[config.mk]
export PLATFORM = sky130hd
export DESIGN_NAME = dp_sequencer
export DESIGN_NICKNAME = d
export VERILOG_FILES = /design/src/rtl/dp_sequencer.sv
export SDC_FILE = /design/constraint.sdc
export NUM_CORES = 1
export LEC_CHECK = 0
export BUFFER_PORTS_ARGS = -buffer_cell sky130_fd_sc_hd__buf_4
export CAP_MARGIN = 25
export CORE_ASPECT_RATIO = 0.75
export CORE_MARGIN = 10
export CORE_UTILIZATION = 46
export DETAILED_ROUTE_END_ITERATION = 8
export PLACE_DENSITY_LB_ADDON = 0.15
export SYNTH_ARGS = -nofsm -noshare
export SYNTH_HDL_FRONTEND = slang
export SYNTH_SLANG_ARGS = --single-unit
[constraint.sdc]
create_clock -name clk -period 1.5 [get_ports clk]
set_input_delay 0.075 -clock clk [delete_from_list [all_inputs] [get_ports clk]]
set_output_delay 0.075 -clock clk [all_outputs]
set_load 0.03 [all_outputs]
[src/rtl/dp_sequencer.sv]
// Multi-cycle control sequencer for the register-file/ALU datapath.
// Accepts one instruction per start/ready handshake and issues Moore control outputs stage by stage.
module dp_sequencer #(
  parameter int DW = 16
) (
  input  logic          clk,
  input  logic          reset,
  input  logic          s,
  input  logic [15:0]   instr,
  output logic          w,
  output logic          bad,
  output logic [2:0]    readnum,
  output logic [2:0]    writenum,
  output logic          write,
  output logic          vsel,
  output logic          loada,
  output logic          loadb,
  output logic          asel,
  output logic          bsel,
  output logic [1:0]    shift,
  output logic [1:0]    ALUop,
  output logic          loadc,
  output logic          loads,
  output logic [DW-1:0] datapath_in
);

  typedef enum logic [2:0] {
    S_WAIT,
    S_DECODE,
    S_GET_A,
    S_GET_B,
    S_EXEC,
    S_WRITE_REG,
    S_WRITE_IMM
  } state_t;

  typedef enum logic [2:0] {
    K_MOVI,
    K_MOVR,
    K_ADD,
    K_CMP,
    K_AND,
    K_MVN,
    K_ILL
  } kind_t;

  localparam logic [1:0] ALU_ADD = 2'b00;
  localparam logic [1:0] ALU_SUB = 2'b01;
  localparam logic [1:0] ALU_AND = 2'b10;
  localparam logic [1:0] ALU_NOTB = 2'b11;

  state_t      state;
  state_t      next_state;
  logic [15:0] ir;
  kind_t       kind;
  logic        accept;

  // Instruction class from the opcode/op fields; everything unlisted is illegal.
  function automatic kind_t classify(input logic [15:0] v);
    kind_t k;
    case ({v[15:13], v[12:11]})
      5'b110_10: k = K_MOVI;
      5'b110_00: k = K_MOVR;
      5'b101_00: k = K_ADD;
      5'b101_01: k = K_CMP;
      5'b101_10: k = K_AND;
      5'b101_11: k = K_MVN;
      default:   k = K_ILL;
    endcase
    return k;
  endfunction

  function automatic logic [DW-1:0] sext8(input logic [7:0] v);
    return {{(DW-8){v[7]}}, v};
  endfunction

  function automatic logic [1:0] alu_code(input kind_t k);
    logic [1:0] c;
    case (k)
      K_CMP:   c = ALU_SUB;
      K_AND:   c = ALU_AND;
      K_MVN:   c = ALU_NOTB;
      default: c = ALU_ADD;
    endcase
    return c;
  endfunction

  assign kind   = classify(ir);
  assign accept = (state == S_WAIT) && s;

  always_ff @(posedge clk) begin
    if (reset) begin
      state <= S_WAIT;
    end else begin
      state <= next_state;
    end
  end

  // IR is only loaded on accept so later changes on instr cannot disturb a running sequence.
  always_ff @(posedge clk) begin
    if (reset) begin
      ir  <= '0;
      bad <= 1'b0;
    end else if (accept) begin
      ir  <= instr;
      bad <= 1'b0;
    end else if (state == S_DECODE && kind == K_ILL) begin
      bad <= 1'b1;
    end
  end

  always_comb begin
    next_state = state;
    case (state)
      S_WAIT: begin
        if (s) next_state = S_DECODE;
      end
      S_DECODE: begin
        case (kind)
          K_MOVI:                next_state = S_WRITE_IMM;
          K_ADD, K_AND, K_CMP:   next_state = S_GET_A;
          K_MOVR, K_MVN:         next_state = S_GET_B;
          default:               next_state = S_WAIT;
        endcase
      end
      S_GET_A:     next_state = S_GET_B;
      S_GET_B:     next_state = S_EXEC;
      S_EXEC:      next_state = (kind == K_CMP) ? S_WAIT : S_WRITE_REG;
      S_WRITE_REG: next_state = S_WAIT;
      S_WRITE_IMM: next_state = S_WAIT;
      default:     next_state = S_WAIT;
    endcase
  end

  always_comb begin
    w           = 1'b0;
    readnum     = 3'b000;
    writenum    = 3'b000;
    write       = 1'b0;
    vsel        = 1'b0;
    loada       = 1'b0;
    loadb       = 1'b0;
    asel        = 1'b0;
    bsel        = 1'b0;
    shift       = 2'b00;
    ALUop       = ALU_ADD;
    loadc       = 1'b0;
    loads       = 1'b0;
    datapath_in = sext8(ir[7:0]);
    case (state)
      S_WAIT: w = 1'b1;
      S_GET_A: begin
        readnum = ir[10:8];
        loada   = 1'b1;
      end
      S_GET_B: begin
        readnum = ir[2:0];
        loadb   = 1'b1;
      end
      S_EXEC: begin
        shift = ir[4:3];
        ALUop = alu_code(kind);
        asel  = (kind == K_MOVR);
        loadc = (kind != K_CMP);
        loads = (kind == K_CMP);
      end
      S_WRITE_REG: begin
        writenum = ir[7:5];
        write    = 1'b1;
      end
      S_WRITE_IMM: begin
        writenum = ir[10:8];
        write    = 1'b1;
        vsel     = 1'b1;
      end
      default: ;
    endcase
  end

endmodule
Word level (Yosys, flattened, before mapping)

Cells that the tools add are included.

Flip-flop bits (word level): 20
Bits of input ports: 19

Equality and inequality tests: 20
Muxes and demuxes: 18
Reductions and logical operators: 8

Operators by type and width:

| kind               | number |
|---|---|
| $eq 5x5->1 const B | 6 |
| $eq 3x3->1 const B | 6 |
| $pmux 3 s6         | 1 |
| $pmux 3 s5         | 1 |
| $eq 3x2->1 const B | 4 |
| $pmux 3 s2         | 2 |
| $pmux 3 s3         | 1 |
| $mux 1             | 8 |
| $eq 3x1->1 const B | 2 |
| $logic_not 3->1    | 2 |
| $mux 3             | 2 |
| $pmux 2 s3         | 1 |
| $reduce_or 2->1    | 3 |
| $mux 2             | 2 |
| $ne 3x2->1 const B | 1 |
| $reduce_or 3->1    | 1 |
| $logic_and 1x1->1  | 2 |
| $ne 2x2->1 const B | 1 |

Longest topological paths before layout

Depth after elaboration: 6
Depth in mapped cells: 6

Least setup slack after synthesis

OpenSTA, ideal clock, no wires.

Path kind: flip-flop to output port
Start point: register state[0]
End point: output ALUop[1]
Arrival time: 1.792 ns
Path slack: -0.367 ns
Cell stages (with the launch flop): 5
Path buffers: 1
Path through: dfxtp_1 buf_2 nor2_1 nand3_1 nor4bb_1

Longest elaborated chain between the ends: 2

RTL lines:

| item                     | RTL line | text |
|---|---|---|
| start: declaration       | 52       | `state_t state;` |
| start signal: assignment | 95       | `state <= next_state;` |
| $eq 3x3->1               | 150      | `case (state)` |
| $mux 2                   | 150      |  |
| end: declaration         | 21       | `output logic [1:0] ALUop,` |

Every way passes these cells.

Worst setup path in the final report

Start point: register state[2]
End point: register ir[9]

Longest elaborated chain between the ends: 2

RTL lines:

| item                   | RTL line | text |
|---|---|---|
| $logic_not 3->1        | 89       | `assign accept = (state == S_WAIT) && s;` |
| $logic_and 1x1->1      | 89       |  |
| end signal: assignment | 105      | `ir <= instr;` |
| end: declaration       | 54       | `logic [15:0] ir;` |

Every way passes these cells.
A chain may end at the register's enable or synchronous reset.

==> run summary <==
Entering global routing, the biggest net connects 19 pins. The run gives 0 as the detailed-route DRC error count. The setup slack on the worst flop-to-flop path is -10 ps. For the initial standard-cell utilization of the core, the log shows 0.499. STA classifies the critical path startpoint as a flip-flop. The worst path in the final design needs a cycle of 1510 ps, including I/O delays and setup. The tools report the number of slew-limit violations in the final report as 0. Setup violation total in the final timing report: 1.

The via count of the first global-routing pass was 1,113; the average cell area after synthesis was 8.09 µm². The run gives 0 as the count of inserted antenna diode cells. Based on the critical path, the design can be clocked at up to 662 MHz.

Post-placement setup slack: 79.7 ps. The flop and latch count out of synthesis is 20, and the total count of hold-check failures in the final report is 0. The count of nets after finishing is 214, and the final HPWL from detailed placement is 2550 µm. TritonCTS built the clock tree. The synthesized instance count was 146.

The total of warnings raised by yosys was 0. The count of buffers added on input and output ports is 53. The number of instances in the placed design was 212.

The startpoint identified for the worst register-to-register timing path is state[2]$_SDFFE_PP0P_. Type of the worst setup path: flip-flop to flip-flop. The final reports fail on setup timing. In the final layout, flip-flops and latches occupy 422 µm². Clock tree synthesis inserted a total of 3 buffers. The logs give 4 for the number of search-and-repair iterations in the first detailed-routing pass and 48 for the violation count after the first detailed-route iteration.

The cell area power density is 673 nW/µm². The worst hold path terminates at ir[15]$_SDFFE_PP0P_. Counting cells, the worst reg-to-reg path comes to 4. The placement row count was 15; the clock latency on the worst-skew pair was 290 ps. Data arrives at the worst endpoint at 1690 ps. The number of placed I/O pins was 55; the stage delay of the slowest cell on the critical path was 660 ps. For this block, the routed nets add up to 3470 µm of wire. In this run the static leakage power is 0.742 nW. Once placement finished, the instance area stood at 1490 µm². From bottom edge to top edge, the die measures 63.9 µm. Hold timing on the final database bottoms out at a slack of 7.63 ps. Yosys mapped the design onto 39 distinct sky130hd cell types. The maximum clock path buffer count is 2. The tools report the number of clock sinks as 20. In this run the critical register-to-register path is captured at ir[9]$_SDFFE_PP0P_.

Relative to the synthesized area, the layout overhead comes to 43.4%. The area occupied by multi-input gates was 647 µm²; the portion of the post-synthesis area used by sequential elements was 0.339. The required time reported for the critical path endpoint was 1680 ps.

In this run the worst path has a maximum fanout of 16. The summed area of non-filler cells in the final layout came out at 1690 µm². The clock-pin slew on the worst setup and hold paths is 110 ps. The number of nets handed over by synthesis was 165. The proportion of synthesized flip-flops having asynchronous set or reset is 0. Total congestion overflow after global routing: 0.

The clock arrives with 7.32 ps of skew. The critical path goes through buf_4, or4b_4, nand2_1, a21oi_1. The run finished, with violations left. The detailed router placed 1,177 vias in this run. Routability-driven placement finished with a final weighted congestion of 0.828. The cell at the slowest stage of the critical path is or4b_4. The final clock period utilization by the worst path is 1.01, and the number of H-tree levels is 1. For this run, the number of standard cells in the final layout without fillers is 227.

Wire length of the first global-routing pass: 5420 µm. Origin of the worst min-delay path: instr[15]. The worst setup slack after layout is -10.5 ps.

Leaving out fill and tap cells, the most frequent cells in the layout are buf_4, nand2_1, a21oi_1, dfxtp_1, dfxtp_4. The tools report the kind of end point of the critical path as a flip-flop. In this run the remaining antenna-violating nets after routing total 0. The filler cell count came out at 204.

In the synthesized netlist the dominant register cell turns out to be dfxtp_1. Counting instances, the worst hold path has a depth of 3. Setup repair after global routing could not meet its margin everywhere.

Max-cap violations in this run came to 0. The worst min-delay path class was primary input to flip-flop. Counting flops with a built-in enable in the synthesized netlist gives 0. In the final routed layout, each cell accounts on average for 15.3 µm. The library cell used most frequently in the layout, excluding fill and tap cells, is buf_4. The mapped netlist covers 1180 µm².

The proportion of layout cells with a drive suffix above 1 was 0.513; the number of vias per cell after detailed routing was 5.19. The floorplan step defined a die boundary enclosing 5020 µm². The number of antenna violations at the first check in global routing is 0, and the maximum vdd drop is 589 µV. The total area inside the core boundary comes to 2360 µm². CTS placed an instance of clkbuf_4 at the clock tree root. The total global-route track usage is 0.130, and the die boundary width is 78.5 µm.
[worst max-delay path: cells and delay by family, from the launching register on]
kind / cells / cell delay [ps]
DFF: 1 / 380
buffers and inverters: 1 / 160
AOI/OAI and AO/OA: 1 / 70
and+or+nand+nor: 2 / 790
[stage by stage]
| stage | power, W | TNS [ps] | utilization |
|---|---|---|---|
| 3_3_place_gp | 0.000876 | 0 | 0.630 |
| 3_5_place_dp | 0.000883 | 0 | 0.630 |
| 2_1_floorplan | 0.000815 | 0 | - |
| 5_1_grt | 0.00121 | -983 | 0.716 |
| 4_1_cts | 0.00113 | -1.95 | 0.668 |
| 6_report | 0.00114 | -10.5 | 0.716 |
[routing by layer]
metal,up-vias,wire length (µm),GRT usage
met3,2,352,0.0670
li1,577,-,-
met4,0,12,0.0290
met1,547,1520,0.160
met2,51,1580,0.197
met5,-,0,0
[final cells by class]
cell class              instances  share of cell area
clock buffers                   3              0.0133
inverters                       2             0.00443
multi-input cells              97               0.382
flip-flops and latches         20               0.249
well taps                      34              0.0251
repair buffers                 71               0.326
[how the worst max path moves through the flow]
| stage | startpoint | to | slack [ps] | depth (start not counted) |
|---|---|---|---|---|
| 2_1_floorplan | state[0]$_SDFFE_PP0P_ | readnum[0] | 7 | 5 |
| 3_3_place_gp | state[0]$_SDFFE_PP0P_ | ir[9]$_SDFFE_PP0P_ | 130 | 3 |
| 3_5_place_dp | state[2]$_SDFFE_PP0P_ | readnum[1] | 80 | 5 |
| 4_1_cts | state[0]$_SDFFE_PP0P_ | ALUop[1] | -2 | 4 |
| 5_1_grt | state[1]$_SDFFE_PP0P_ | loads | -90 | 5 |
| 6_report | state[2]$_SDFFE_PP0P_ | ir[9]$_SDFFE_PP0P_ | -10 | 4 |
[sequential cells by signal, summed over array words and instances, names as in the netlist]
name   count
bad        1
state      3
ir        16
[cells by family after synthesis]
family,Yosys count,synth area share
flops,20,0.339
buf+inv,29,0.174
other cells,1,0.00317
simple gates,64,0.312
compound gates,32,0.172
[cell usage after synthesis, drive strengths merged, types with 2 or more instances]
cell    instances  area [µm²]
nor3            3        15.0
a22o            3        26.3
a21oi          18        97.6
dfxtp          20         400
inv             2        7.51
nand2b          2        12.5
a31oi           3        18.8
nor4bb          2        20.0
nor4b           2        32.5
nor2b           5        31.3
and3            2        12.5
o211ai          2        15.0
a22oi           3        22.5
nand2          33         129
nor2            2        7.51
clkbuf          3        11.3
nand3b          3        22.5
buf            24         186
[repair_timing]
action / CTS / global route
pin swaps: 1 / 15
setup buffers: 5 / 4
hold endpoints to repair: 0 / 3
endpoints found under the setup margin: 15 / 10
resized for setup: 12 / 17
hold buffers: 0 / 3
[power by group]
group / leakage [nW] / switching (W) / internal, W
combinational: 0.560 / 0.000157 / 0.000134
sequential: 0.168 / 0.0000446 / 0.000558
clock: 0.0138 / 0.000152 / 0.0000935
Note: power is estimated with default switching activity, not from simulation.
